--- src/rtl/ls1u_pkg.sv ---
// Shared types and constants for the LS1u interrupt controller and context stack.
// Latency: n/a (declarations only).
// Backpressure: n/a.
package ls1u_pkg;

  // Widths of one saved context. The controller's ADDR_W/DATA_W must match these.
  localparam int CTX_PC_W   = 24;
  localparam int CTX_DATA_W = 8;
  localparam int PRIO_W     = 3;   // up to 8 sources
  localparam int SP_W       = 4;   // depth 0..8 fits, and matches STAT[3:0]

  // XCR register addresses
  localparam logic [7:0] XCR_IE   = 8'h00;
  localparam logic [7:0] XCR_PEND = 8'h01;
  localparam logic [7:0] XCR_STAT = 8'h02;
  localparam logic [7:0] XCR_PRIO = 8'h03;
  localparam logic [7:0] XCR_RET0 = 8'h04;
  localparam logic [7:0] XCR_RET1 = 8'h05;
  localparam logic [7:0] XCR_RET2 = 8'h06;
  localparam logic [7:0] XCR_RTA0 = 8'h07;
  localparam logic [7:0] XCR_RTA1 = 8'h08;
  localparam logic [7:0] XCR_RTA2 = 8'h09;

  // STAT register bit positions
  localparam int STAT_ERR_BIT = 7;
  localparam int STAT_GIE_BIT = 6;

  // One saved context: return PC, accumulators and the priority that was taken
  typedef struct packed {
    logic [CTX_PC_W-1:0]   pc;
    logic [CTX_DATA_W-1:0] a2;
    logic [CTX_DATA_W-1:0] a1;
    logic [CTX_DATA_W-1:0] a0;
    logic [PRIO_W-1:0]     prio;
  } ctx_t;

endpackage

--- src/rtl/ls1u_prio_enc.sv ---
// Fixed-priority encoder: lowest set request index wins.
// Latency: purely combinational.
// Backpressure: none.
module ls1u_prio_enc #(
  parameter int N  = 8,
  parameter int IW = 3
) (
  input  logic [N-1:0]  req_i,
  output logic          vld_o,
  output logic [IW-1:0] idx_o
);

  // Scan from the top down so the lowest set index is the last one assigned
  always_comb begin
    vld_o = |req_i;
    idx_o = '0;
    for (int i = N - 1; i >= 0; i--) begin
      if (req_i[i]) idx_o = IW'(i);
    end
  end

endmodule

--- src/rtl/ls1u_ctx_intc.sv ---
// Nested prioritised interrupt controller with a hardware return-context stack.
// Latency: irq_i to take_o one cycle (registered pend); take_o/vec_o/ret_* combinational.
// Backpressure: core_stall_i blocks push/pop; requests stay pending while the stack is full.
// Build option LS1U_INTC_EDGE_EN: pend latches rising edges instead of following levels.
module ls1u_ctx_intc
  import ls1u_pkg::*;
#(
  parameter int                 NUM_IRQ         = 8,
  parameter int                 STACK_DEPTH     = 4,
  parameter int                 ADDR_W          = CTX_PC_W,
  parameter int                 DATA_W          = CTX_DATA_W,
  parameter logic [ADDR_W-1:0]  VEC_BASE        = 24'h000100,
  parameter int                 VEC_STRIDE_LOG2 = 4
) (
  input  logic                  clk,
  input  logic                  rst,
  input  logic [NUM_IRQ-1:0]    irq_i,
  input  logic                  core_stall_i,
  input  logic [ADDR_W-1:0]     save_pc_i,
  input  logic [3*DATA_W-1:0]   save_a_i,
  input  logic                  ret_i,
  output logic                  take_o,
  output logic [ADDR_W-1:0]     vec_o,
  output logic [ADDR_W-1:0]     ret_pc_o,
  output logic [3*DATA_W-1:0]   ret_a_o,
  output logic                  in_isp_o,
  input  logic                  xcr_cs_i,
  input  logic                  xcr_we_i,
  input  logic [7:0]            xcr_addr_i,
  input  logic [DATA_W-1:0]     xcr_wdata_i,
  output logic [DATA_W-1:0]     xcr_rdata_o
);

  logic [NUM_IRQ-1:0] ie_q, ie_d;
  logic [NUM_IRQ-1:0] pend_q, pend_d;
  logic [SP_W-1:0]    sp_q, sp_d;
  logic               gie_q, gie_d;
  logic               err_q, err_d;
  ctx_t               stack_q [STACK_DEPTH];

  ctx_t               top;
  ctx_t               push_ctx;
  ctx_t               top_wr_ctx;
  logic               win_vld;
  logic [PRIO_W-1:0]  win_idx;
  logic               empty, full;
  logic               push, pop, ret_err;
  logic               xcr_wr, top_wr;

  ls1u_prio_enc #(.N(NUM_IRQ), .IW(PRIO_W)) u_prio (
    .req_i (pend_q),
    .vld_o (win_vld),
    .idx_o (win_idx)
  );

  assign empty   = (sp_q == '0);
  assign full    = (sp_q >= SP_W'(STACK_DEPTH));
  assign xcr_wr  = xcr_cs_i & xcr_we_i;

  // Asynchronous top-of-stack read; all zeros when the stack is empty
  always_comb begin
    top = '0;
    for (int i = 0; i < STACK_DEPTH; i++) begin
      if (sp_q == SP_W'(i + 1)) top = stack_q[i];
    end
  end

  // Take decision: a RET in flight always beats a new take; only strictly higher priority nests
  always_comb begin
    take_o = gie_q & win_vld & ~full & ~ret_i & (empty | (win_idx < top.prio));
    vec_o  = take_o ? (VEC_BASE + (ADDR_W'(win_idx) << VEC_STRIDE_LOG2)) : '0;
  end

  assign push     = take_o & ~core_stall_i;
  assign pop      = ret_i & ~core_stall_i & ~empty;
  assign ret_err  = ret_i & ~core_stall_i & empty;
  assign top_wr   = xcr_wr & ~empty & ~push & ~pop &
                    (xcr_addr_i >= XCR_RET0) & (xcr_addr_i <= XCR_RTA2);

  assign in_isp_o = ~empty;
  assign ret_pc_o = top.pc;
  assign ret_a_o  = {top.a2, top.a1, top.a0};

  // Build the context to push and the patched top entry for software byte writes
  always_comb begin
    push_ctx      = '0;
    push_ctx.pc   = save_pc_i;
    push_ctx.a2   = save_a_i[3*DATA_W-1:2*DATA_W];
    push_ctx.a1   = save_a_i[2*DATA_W-1:DATA_W];
    push_ctx.a0   = save_a_i[DATA_W-1:0];
    push_ctx.prio = win_idx;
    top_wr_ctx    = top;
    case (xcr_addr_i)
      XCR_RET0: top_wr_ctx.pc[7:0]   = xcr_wdata_i;
      XCR_RET1: top_wr_ctx.pc[15:8]  = xcr_wdata_i;
      XCR_RET2: top_wr_ctx.pc[23:16] = xcr_wdata_i;
      XCR_RTA0: top_wr_ctx.a0        = xcr_wdata_i;
      XCR_RTA1: top_wr_ctx.a1        = xcr_wdata_i;
      XCR_RTA2: top_wr_ctx.a2        = xcr_wdata_i;
      default: ;
    endcase
  end

  // Control register next state: enables, global enable, sticky error, stack pointer
  always_comb begin
    ie_d  = ie_q;
    gie_d = gie_q;
    err_d = err_q;
    sp_d  = sp_q;
    if (xcr_wr && xcr_addr_i == XCR_IE) ie_d = xcr_wdata_i[NUM_IRQ-1:0];
    if (xcr_wr && xcr_addr_i == XCR_STAT) begin
      gie_d = xcr_wdata_i[STAT_GIE_BIT];
      if (xcr_wdata_i[STAT_ERR_BIT]) err_d = 1'b0;
    end
    if (ret_err) err_d = 1'b1;
    if (push)     sp_d = sp_q + SP_W'(1);
    else if (pop) sp_d = sp_q - SP_W'(1);
  end

`ifdef LS1U_INTC_EDGE_EN
  logic [NUM_IRQ-1:0] irq_prev_q;
  logic [NUM_IRQ-1:0] rise, take_clr, sw_clr;

  // Edge mode: latch enabled rising edges, clear on take or software write-1-to-clear
  always_comb begin
    rise     = irq_i & ~irq_prev_q & ie_q;
    take_clr = push ? (NUM_IRQ'(1) << win_idx) : '0;
    sw_clr   = (xcr_wr && xcr_addr_i == XCR_PEND) ? xcr_wdata_i[NUM_IRQ-1:0] : '0;
    pend_d   = (pend_q & ~take_clr & ~sw_clr) | rise;
  end

  // Previous irq level for edge detection
  always_ff @(posedge clk) begin
    if (rst) irq_prev_q <= '0;
    else     irq_prev_q <= irq_i;
  end
`else
  // Level mode: pend simply follows the enabled request lines one cycle late
  always_comb begin
    pend_d = irq_i & ie_q;
  end
`endif

  // Control state registers
  always_ff @(posedge clk) begin
    if (rst) begin
      ie_q   <= '0;
      pend_q <= '0;
      sp_q   <= '0;
      gie_q  <= 1'b0;
      err_q  <= 1'b0;
    end else begin
      ie_q   <= ie_d;
      pend_q <= pend_d;
      sp_q   <= sp_d;
      gie_q  <= gie_d;
      err_q  <= err_d;
    end
  end

  // Context stack: push writes slot sp, software patches slot sp-1
  always_ff @(posedge clk) begin
    if (rst) begin
      for (int i = 0; i < STACK_DEPTH; i++) stack_q[i] <= '0;
    end else begin
      for (int i = 0; i < STACK_DEPTH; i++) begin
        if (push && sp_q == SP_W'(i))                stack_q[i] <= push_ctx;
        else if (top_wr && sp_q == SP_W'(i + 1))     stack_q[i] <= top_wr_ctx;
      end
    end
  end

  // XCR read mux; unmapped addresses and deselected bus read zero
  always_comb begin
    xcr_rdata_o = '0;
    if (xcr_cs_i) begin
      case (xcr_addr_i)
        XCR_IE:   xcr_rdata_o = DATA_W'(ie_q);
        XCR_PEND: xcr_rdata_o = DATA_W'(pend_q);
        XCR_STAT: begin
          xcr_rdata_o[STAT_ERR_BIT] = err_q;
          xcr_rdata_o[STAT_GIE_BIT] = gie_q;
          xcr_rdata_o[3:0]          = sp_q;
        end
        XCR_PRIO: xcr_rdata_o = empty ? 8'hFF : DATA_W'(top.prio);
        XCR_RET0: xcr_rdata_o = top.pc[7:0];
        XCR_RET1: xcr_rdata_o = top.pc[15:8];
        XCR_RET2: xcr_rdata_o = top.pc[23:16];
        XCR_RTA0: xcr_rdata_o = top.a0;
        XCR_RTA1: xcr_rdata_o = top.a1;
        XCR_RTA2: xcr_rdata_o = top.a2;
        default:  ;
      endcase
    end
  end

endmodule

--- config.mk ---
export PLATFORM = sky130hd
export DESIGN_NAME = ls1u_ctx_intc
export DESIGN_NICKNAME = d
export VERILOG_FILES = /design/src/rtl/ls1u_pkg.sv /design/src/rtl/ls1u_prio_enc.sv /design/src/rtl/ls1u_ctx_intc.sv
export SDC_FILE = /design/constraint.sdc
export NUM_CORES = 1
export LEC_CHECK = 0
export CORE_MARGIN = 8
export CORE_UTILIZATION = 25
export DETAILED_ROUTE_END_ITERATION = 12
export PLACE_DENSITY = 0.44
export SYNTH_ARGS = -nofsm -noshare
export SYNTH_HDL_FRONTEND = slang
export SYNTH_SLANG_ARGS = --single-unit
export TNS_END_PERCENT = 10
--- constraint.sdc ---
create_clock -name clk -period 8.45 [get_ports clk]
set_input_delay 0.845 -clock clk [delete_from_list [all_inputs] [get_ports clk]]
set_output_delay 0.845 -clock clk [all_outputs]
set_load 0.02 [all_outputs]
=== After elaboration in Yosys (flattened, before gate mapping) ===
Memory sizes are Yosys's and may differ from the RTL's.
Cells that the tools add are included.
W data, S select, Z words.

* $add $sub $neg: 3
* Multipliers: 0
* Divide/modulo/power cells: 0
* $lt $le $gt $ge: 4
* Eq/ne operators: 13
* Shift-type cells: 0
* Muxes and demuxes: 67
* Bitwise gates (word level): 30
* Reductions and logical operators: 17

{| class="wikitable"
|+ Operators with widths
! operator !! count
|-
| $mux W51 || 12
|-
| $mux W8 || 8
|-
| $pmux W4 S10 || 1
|-
| $mux W1 || 33
|-
| $eq A8 B3 Y1 const B || 4
|-
| $mux W3 || 8
|-
| $pmux W2 S10 || 1
|-
| $pmux W2 S9 || 1
|-
| $eq A8 B2 Y1 const B || 2
|-
| $eq A8 B4 Y1 const B || 2
|-
| $and A1 B1 Y1 || 14
|-
| $add A9 B7 Y10 const A || 1
|-
| $logic_and A1 B1 Y1 || 10
|-
| $mux W10 || 1
|-
| $or A1 B1 Y1 || 9
|-
| $and A8 B8 Y8 || 1
|-
| $eq A4 B2 Y1 const B || 2
|-
| $eq A8 B1 Y1 const B || 1
|-
| $ge A8 B3 Y1 const B || 1
|-
| $le A8 B4 Y1 const B || 1
|-
| $logic_not A8 Y1 || 1
|-
| $mux W4 || 2
|-
| $reduce_or A8 Y1 || 1
|-
| $not A1 Y1 || 6
|-
| 9 further kinds || 11
|}

* Register bits: 22
* Bits in latches: 0
* Bits in writable memories: 204
* Bits in read-only memories: 0
* Input bits: 78
* Output and inout bits: 82
* Word-level logic and storage cells: 140
* Memories: 1

{| class="wikitable"
|+ Memories
! memory !! words !! width !! rd ports !! clocked after memory_dff !! write ports !! line !! source
|-
| stack_q || 4 || 51 || 4 || 0 || 4 || ls1u_ctx_intc.sv:39 || <nowiki>ctx_t stack_q [STACK_DEPTH];</nowiki>
|}

=== Logic depth before layout (Yosys ltp) ===
Gate-level depths: netlist of run 1.

* Depth after elaboration: 23
* Depth in mapped cells: 16

=== Cells and area by module ===
A second synthesis of run 1 with hierarchy kept.

* Cells, all modules: 1,336
* Area total of the unflattened synthesis: 13,626.8 µm²

{| class="wikitable"
|+ By module, submodules not included
! module !! instances !! cells each !! area an instance (µm²) !! seq. area each (µm²)
|-
| ls1u_ctx_intc || 1 || 1,323 || 13,545.5 || 6,566.3
|-
| ls1u_prio_enc || 1 || 13 || 81.3 || 0.0
|}

=== Worst setup path after synthesis of run 1 ===
No wires, ideal clock.

* Kind: reg-to-reg
* From: register sp_q[0]
* To: memory stack_q[0][0] (netlist bit), enable pin
* Arrival time: 8.348 ns
* Data required time: 7.814 ns
* Setup slack: -0.534 ns
* Cell stages (with the launch flop): 13
* Path buffers: 3
* Clock period less this slack: 8.984 ns
* Cells stage by stage: dfxtp_1 -> inv_1 -> ha_1 -> buf_2 -> clkbuf_1 -> clkbuf_1 -> a21oi_1 -> a211oi_1 -> a21oi_1 -> ha_1 -> a21oi_1 -> o21ai_0 -> o311ai_0

{| class="wikitable"
|+ RTL lines
! element !! line !! source
|-
| start, declared || ls1u_ctx_intc.sv:36 || <nowiki>logic [SP_W-1:0] sp_q, sp_d;</nowiki>
|-
| start signal, assigned || ls1u_ctx_intc.sv:155 || <nowiki>sp_q <= sp_d;</nowiki>
|-
| end, declared || ls1u_ctx_intc.sv:39 ||
|}

=== Worst setup path after layout of run 1 ===
* From: register sp_q[0]
* To: output port take_o

* Longest elaborated chain between the ends: 8
* Elaborated cells between the ends (all ways): 16
* Classes of those cells: 2 x order compare; 4 x eq/ne; 4 x mux; 5 x bitwise; 1 x reduce/logical

{| class="wikitable"
|+ Ends and longest elaborated chain
! element !! line !! source
|-
| $eq A4 B1 Y1 || ls1u_ctx_intc.sv:64 || <nowiki>if (sp_q == SP_W'(i + 1)) top = stack_q[i];</nowiki>
|-
| $mux W51 (4 in a row) || ls1u_ctx_intc.sv:64 ||
|-
| $lt A3 B3 Y1 || ls1u_ctx_intc.sv:70 || <nowiki>take_o = gie_q & win_vld & ~full & ~ret_i & (empty | (win_idx < top.prio));</nowiki>
|-
| $or A1 B1 Y1 || ls1u_ctx_intc.sv:70 ||
|-
| $and A1 B1 Y1 * || ls1u_ctx_intc.sv:70 ||
|-
| end, declared || ls1u_ctx_intc.sv:22 || <nowiki>output logic take_o,</nowiki>
|}

Every way passes the cells marked *; elsewhere a longest branch is shown, timed or not.

==> results of run 1 <==
[layout by cell type, fill, tap and decap left out, drive strengths merged, types with 6 or more instances in the layout]
master | synthesis | routed
o22ai | 74 | 74
mux2i | 60 | 60
a211oi | 13 | 13
o21ai | 78 | 78
a32o | 13 | 13
clkbuf | 74 | 39
clkdlybuf4s50 | 0 | 139
conb | 1 | 20
inv | 32 | 32
buf | 71 | 31
a22o | 6 | 6
a22oi | 12 | 12
dfxtp | 22 | 22
nand2b | 17 | 17
nand3 | 24 | 24
mux2 | 8 | 8
o32ai | 85 | 85
a2111oi | 7 | 7
nor3 | 9 | 9
nor2 | 27 | 27
nor4 | 7 | 7
nand3b | 35 | 35
a21oi | 48 | 48
a221oi | 26 | 26
a221o | 7 | 7
nand4 | 7 | 7
edfxtp | 204 | 204
clkinv | 0 | 10
and2 | 8 | 8
nor2b | 21 | 21
and3 | 12 | 12
a21o | 25 | 25
ha | 6 | 6
a31oi | 6 | 6
nand2 | 144 | 144
[metal layers]
metal	share of wire [%]	wire [microns]	vias up	global-route usage, %
li1	-	-	5105	-
met1	45	28000	6093	27.7
met2	45	28500	593	31.3
met3	7.1	4460	95	3.40
met4	3.0	1860	0	6.06
met5	0	0	-	0
[Yosys cell counts, types with 5 or more instances]
master	instances
o22ai_1	74
a22oi_1	12
nand3b_1	35
a221oi_1	26
nand2b_1	17
nor2b_1	21
mux2i_1	60
o21ai_1	5
o32ai_2	17
a2111oi_0	6
o21ai_0	72
a21oi_1	48
a21o_1	25
edfxtp_1	204
inv_1	32
nand4_1	6
buf_1	11
nand2_1	144
a22o_1	6
mux2_2	8
nand3_1	22
a31oi_1	6
a221o_1	7
ha_1	6
and2_1	7
and3_1	12
buf_2	27
nor4_1	6
nor3_1	8
a32o_1	13
buf_4	22
clkbuf_1	74
o32ai_1	68
nor2_1	26
dfxtp_1	22
a211oi_1	12
buf_6	11
[through the flow]
step	power, mW	instance area, sq um
detailed placement	1.74	15300
global route	3.01	16200
floorplan	1.51	13400
CTS	2.94	16200
finish	2.92	16200
global placement	1.74	15300
[flip-flops by register name, indices dropped and copies added, names as in the netlist]
name     cells
pend_q       8
ie_q         8
stack_q    204
gie_q        1
sp_q         4
err_q        1
[how the worst min path moves through the flow]
stage / start / endpoint / slack, ps
after floorplan: err_q$_SDFFE_PP0P_ / err_q$_SDFFE_PP0P_ / 470
after global placement: ie_q[6]$_SDFFE_PP0P_ / pend_q[6]$_SDFF_PP0_ / 500
after detailed placement: ie_q[6]$_SDFFE_PP0P_ / pend_q[6]$_SDFF_PP0_ / 500
after CTS: ie_q[6]$_SDFFE_PP0P_ / pend_q[6]$_SDFF_PP0_ / 500
after global routing: ie_q[6]$_SDFFE_PP0P_ / pend_q[6]$_SDFF_PP0_ / 520
final: ie_q[6]$_SDFFE_PP0P_ / pend_q[6]$_SDFF_PP0_ / 500
[where the power goes]
part | internal [mW] | switching [mW] | leakage, nW
Combinational | 0.141 | 0.304 | 2.82
Sequential | 1.25 | 0.0196 | 2.28
Clock | 0.712 | 0.498 | 0.454
Total | 2.10 | 0.822 | 5.56
[area by class of cell]
type,instances,area (sq um)
Clock inverter,11,75.1
Timing Repair Buffer,170,1620
Sequential cell,226,6570
Antenna cell,1,2.50
Tap cell,688,861
Fill cell,5480,36600
Multi-Input combinational cell,876,6090
Inverter,32,120
Clock buffer,39,835
[cells by family after synthesis]
kind of cell	share of synthesized area [%]
DFF	49.1
muxes	5.84
and+or+nand+nor	13.2
buffers and inverters	6.46
other	0.0281
adders and majority gates	0.562
xor gates and xnor gates	0.0655
AOI/OAI and AO/OA	24.7
[worst max-delay path: stages (launching register included)]
cell             delay, ps
dfxtp_1                480
ha_2                   800
buf_4                  400
nand3b_1               110
a211oi_1               280
a21oi_1                160
ha_1                   370
a21oi_1                190
o21a_1                 420
nand3_4                640
inv_1                  230
clkdlybuf4s50_1        640
==> impl_metrics.py, run 1 <==
metrics = {
    "global_routing": {
        "grt_pass1_wl_mm": 89.3,
        "grt_pass1_vias": 11547,
        "overflow": 0,
        "grt_max_degree": 56,
        "grt_usage_pct": 19.9,
        "antenna_found_initial": 0,
    },
    "drt": {
        "final_antenna_net_count": 0,
        "num_vias": 11886,
        "wl_mm": 62.9,
        "viasPerCell": 5.82,
        "drt_iter0_drc": 1288,
        "firstDrtPassIters": 5,
        "drc_errors": 0,
        "route.detailed.wl_per_inst_microns": 30.8,
    },
    "logic_synthesis": {
        "yosys_most_used_dff": "edfxtp_1",
        "synth_warnings": 0,
        "ys_seq_area_share_pct": 49.1,
        "synth_cells": 1260,
        "synthTopCellsByArea": "edfxtp_1 (46%), mux2i_1 (4.5%), o32ai_1 (4.5%)",
        "yosysUniqueCellTypes": 82,
        "syn_avg_cell_area_sq_um": 10.6,
        "async_flop_share_pct": 0,
        "syn_area_sq_um": 13400,
        "synth-seq-cells": 226,
        "synth_edf_count": 204,
        "synth_top_area_share_pct": 45.8,
        "synth.largest_area_cell": "edfxtp_1",
    },
    "clocking": {
        "htreeDepth": 1,
        "tritoncts": "built",
        "cts_root_buffer": "clkbuf_16",
        "cts_buffers": 28,
        "cts.clk_slew.worst_paths_ps": 70,
        "cts_sinks": 226,
        "clock_latency_ps": 570,
        "cts.hold.buffers_added": 0,
        "clockBufferDepth": 3,
        "cts_setup_buffers": 0,
        "ctsResizeCount": 0,
    },
    "worst_setup_path": {
        "reg2reg_from": "sp_q[0]$_SDFFE_PP0P_",
        "required_ps": 7610,
        "cp.arrival_ps": 5300,
        "critPathLaunch": "sp_q[0]$_SDFFE_PP0P_",
        "rr_worst_depth": 11,
        "rr_endpoint": "stack_q[1][35]$_SDFFCE_PN0P_",
        "r2r_slack_ps": 2900,
        "start_kind": "register",
        "crit_path_end_kind": "output pin",
        "cp_max_fo": 42,
        "critPathCapture": "take_o",
        "critPathKind": "reg2out",
    },
    "sta": {
        "fin_ws_ps": 2300,
        "fmax_ghz": 0.163,
        "hold_viol_final": 0,
        "min_period_ps": 6150,
        "rsz0062_at_grt": "false",
        "hold_slack_ps": 501,
        "finalCritPeriodShare_pct": 72.7,
        "worstMarginPinSlew_ps": 1260,
        "slew_headroom_pct": 15.2,
        "final.setup_skew_ps": 23.6,
        "slew_violations": 0,
        "tns_ps": 0,
        "setup_viol": 0,
    },
    "die": {
        "row_count": 84,
        "die_y_microns": 247,
        "coreArea_sq_um": 52800,
        "io_pins": 160,
        "start_util_pct": 25.3,
        "die_w_microns": 247,
        "die-area_sq_um": 61100,
    },
    "placed_design": {
        "gp_congestion": 0.943,
        "dp_hpwl_mm": 40.6,
        "place_inst": 1992,
        "io_buffers": 139,
        "preCtsSetupSlack_ps": 2860,
    },
    "pwr": {
        "p_leak_nw": 5.56,
        "peakVddDrop_mv": 0.147,
        "p_per_area_nw_per_um2": 181,
    },
    "cells_and_area": {
        "finalNetCount": 1418,
        "final_util_pct": 30.7,
        "finalNonFillerCells": 2043,
        "synthToLayoutAreaGrowth_pct": 21.0,
        "layout-drive-gt1-share_pct": 9.60,
    },
    "run": {
        "maxCapViolations": 0,
    },
    "worst_hold_path": {
        "hold_path.class": "reg2reg",
        "min_path_cells": 1,
    },
    "outcome": {
        "status": "finished, final reports clean",
    },
}
Note: power is estimated with default switching activity, not from simulation.
==> inputs of run 2 (changes only) <==
Clock period 8.45 ns to 5.5 ns, I/O delays scaled along.
==> run 2 against run 1 <==
Global-route usage increased by 0.75 points. Worst hold slack better by 5.5 ps. Core utilization rose by 0.70 points. Design area grew 2.3%. Largest cell class unchanged.
==> impl_metrics.py, run 2 (synthesis gave the netlist of run 1 again) <==
metrics = {
    "cells_and_area": {
        "antenna_cells": 0,
        "top_register": "stack_q",
        "finalNetCount": 1448,
        "final_common_cell": "edfxtp_1",
        "largest_register_ffs": 204,
        "top_regs": "stack_q x204, ie_q x8, pend_q x8",
        "fillers": 5455,
        "seq_area_sq_um": 6570,
        "multiInputGateArea_sq_um": 6100,
        "final_cell_mix": "edfxtp_1 (204), nand2_1 (143), clkdlybuf4s50_1 (138), o22ai_1 (74), o21ai_0 (72)",
        "layout-drive-gt1-share_pct": 11.6,
        "synthToLayoutAreaGrowth_pct": 23.8,
    },
    "pwr": {
        "peakVddDrop_mv": 0.246,
        "pwr-share-seq_pct": 42.2,
        "netSwitchingPower_mw": 1.32,
        "swShare_pct": 28.5,
        "p_clk_share_pct": 42.5,
        "p_per_area_nw_per_um2": 279,
        "combPwrFrac_pct": 15.4,
        "p_leak_nw": 5.74,
        "intPower_mw": 3.30,
    },
    "worst_setup_path": {
        "cp.arrival_ps": 4640,
        "critPathLaunch": "sp_q[0]$_SDFFE_PP0P_",
        "cp_max_fo": 33,
        "start_kind": "register",
        "required_ps": 4950,
        "reg2reg_from": "sp_q[1]$_SDFFE_PP0P_",
        "critPathKind": "reg2out",
        "crit_path_end_kind": "output pin",
    },
    "sta": {
        "final.setup_skew_ps": 34.4,
        "fin_ws_ps": 309,
        "worstMarginPinSlew_ps": 1040,
        "min_period_ps": 5190,
        "slew_headroom_pct": 29.9,
        "rsz0062_at_grt": "false",
        "fmax_ghz": 0.193,
        "finalCritPeriodShare_pct": 94.4,
        "setup_viol": 0,
        "hold_slack_ps": 506,
        "slew_violations": 0,
        "hold_viol_final": 0,
    },
    "die": {
        "die-area_sq_um": 61100,
        "coreArea_sq_um": 52800,
        "row_count": 84,
        "start_util_pct": 25.3,
        "die_w_microns": 247,
        "io_pins": 160,
        "die_y_microns": 247,
    },
    "drt": {
        "num_vias": 12048,
        "route.detailed.wl_per_inst_microns": 31.7,
        "drt_iter0_drc": 1215,
        "wl_mm": 65.8,
        "drc_errors": 0,
        "viasPerCell": 5.81,
        "firstDrtPassIters": 5,
        "final_antenna_net_count": 0,
    },
    "placed_design": {
        "preCtsSetupSlack_ps": 647,
        "dp_hpwl_mm": 42.8,
        "gp_congestion": 0.943,
        "io_buffers": 139,
    },
    "clocking": {
        "cts_buffers": 30,
        "htreeDepth": 1,
        "clock_latency_ps": 610,
        "cts.clk_slew.worst_paths_ps": 60,
        "cts_setup_buffers": 0,
        "cts_sinks": 226,
        "tritoncts": "built",
        "clockBufferDepth": 3,
        "cts_root_buffer": "clkbuf_16",
    },
    "outcome": {
        "status": "finished, final reports clean",
    },
    "global_routing": {
        "grt_pass1_wl_mm": 91.8,
        "overflow": 0,
        "antenna_found_initial": 0,
        "grt_pass1_vias": 11744,
        "grt_max_degree": 55,
        "grt_usage_pct": 20.7,
    },
    "run": {
        "maxCapViolations": 0,
    },
    "worst_hold_path": {
        "hp-start": "ie_q[1]$_SDFFE_PP0P_",
        "hold_path.class": "reg2reg",
    },
}
[run 2: cell count changes in the layout (fill, tap and decap cells not counted), sizes merged]
cell           change
buf               +29
clkinv             -6
clkbuf             +5
clkinvlp           +3
clkdlybuf4s50      -1
diode              -1
inv                +1
[run 2: metal layers]
layer	track usage [%]	up-vias	wire [microns]
li1	-	5161	-
met1	29.0	6189	29400
met2	33.1	616	30100
met3	3.05	82	4690
met4	5.05	0	1630
met5	0	-	0
[run 2: through the flow]
step | power (mW) | instance area [sq um] | instances | setup TNS (ps) | utilization (%)
2_1_floorplan | 2.33 | 13400 | 1279 | -10440 | -
3_3_place_gp | 2.69 | 15600 | 2020 | 0 | 29.5
3_5_place_dp | 2.69 | 15600 | 2020 | 0 | 29.5
4_1_cts | 4.64 | 16500 | 2073 | 0 | 31.3
5_1_grt | 4.74 | 16500 | 2073 | 0 | 31.4
6_report | 4.62 | 16500 | 2073 | 0 | 31.4
[run 2: worst max-delay path, cell delays in order (launching register included)]
cell             delay [ps]
dfxtp_1                 480
inv_1                   150
ha_4                    340
nor2b_1                 790
buf_4                   300
a221oi_1                 80
o21ai_0                 490
a2111oi_0               230
a21oi_1                 470
clkdlybuf4s50_1         720
[run 2: path summary, 6_finish.rpt]
kind,slack [ps],cells past startpoint,end
worst max-delay path,310,9,xcr_rdata_o[5]
worst min-delay path,510,1,pend_q[1]$_SDFF_PP0_
worst max register to register,1060,11,stack_q[0][20]$_SDFFCE_PN0P_
worst min register to register,510,1,pend_q[1]$_SDFF_PP0_
[run 2: power by group through the flow]
stage / logic, mW / clock network (mW) / registers (mW)
after floorplan: 0.352 / 0 / 1.97
after global placement: 0.707 / 0 / 1.98
after detailed placement: 0.704 / 0 / 1.98
after CTS: 0.708 / 1.99 / 1.95
after global routing: 0.743 / 2.04 / 1.95
final: 0.710 / 1.96 / 1.95
[run 2: layout make-up]
cell class                      instances  area share [%]
Tap cell                              688            5.20
Multi-Input combinational cell        876            36.9
Sequential cell                       226            39.7
Clock inverter                          9           0.620
Clock buffer                           44            5.29
Timing Repair Buffer                  198            11.6
Inverter                               32           0.726
[run 2: what timing repair did]
item	CTS	global route
hold buffers	0	0
setup endpoints to repair	0	5
gates resized for setup	0	1
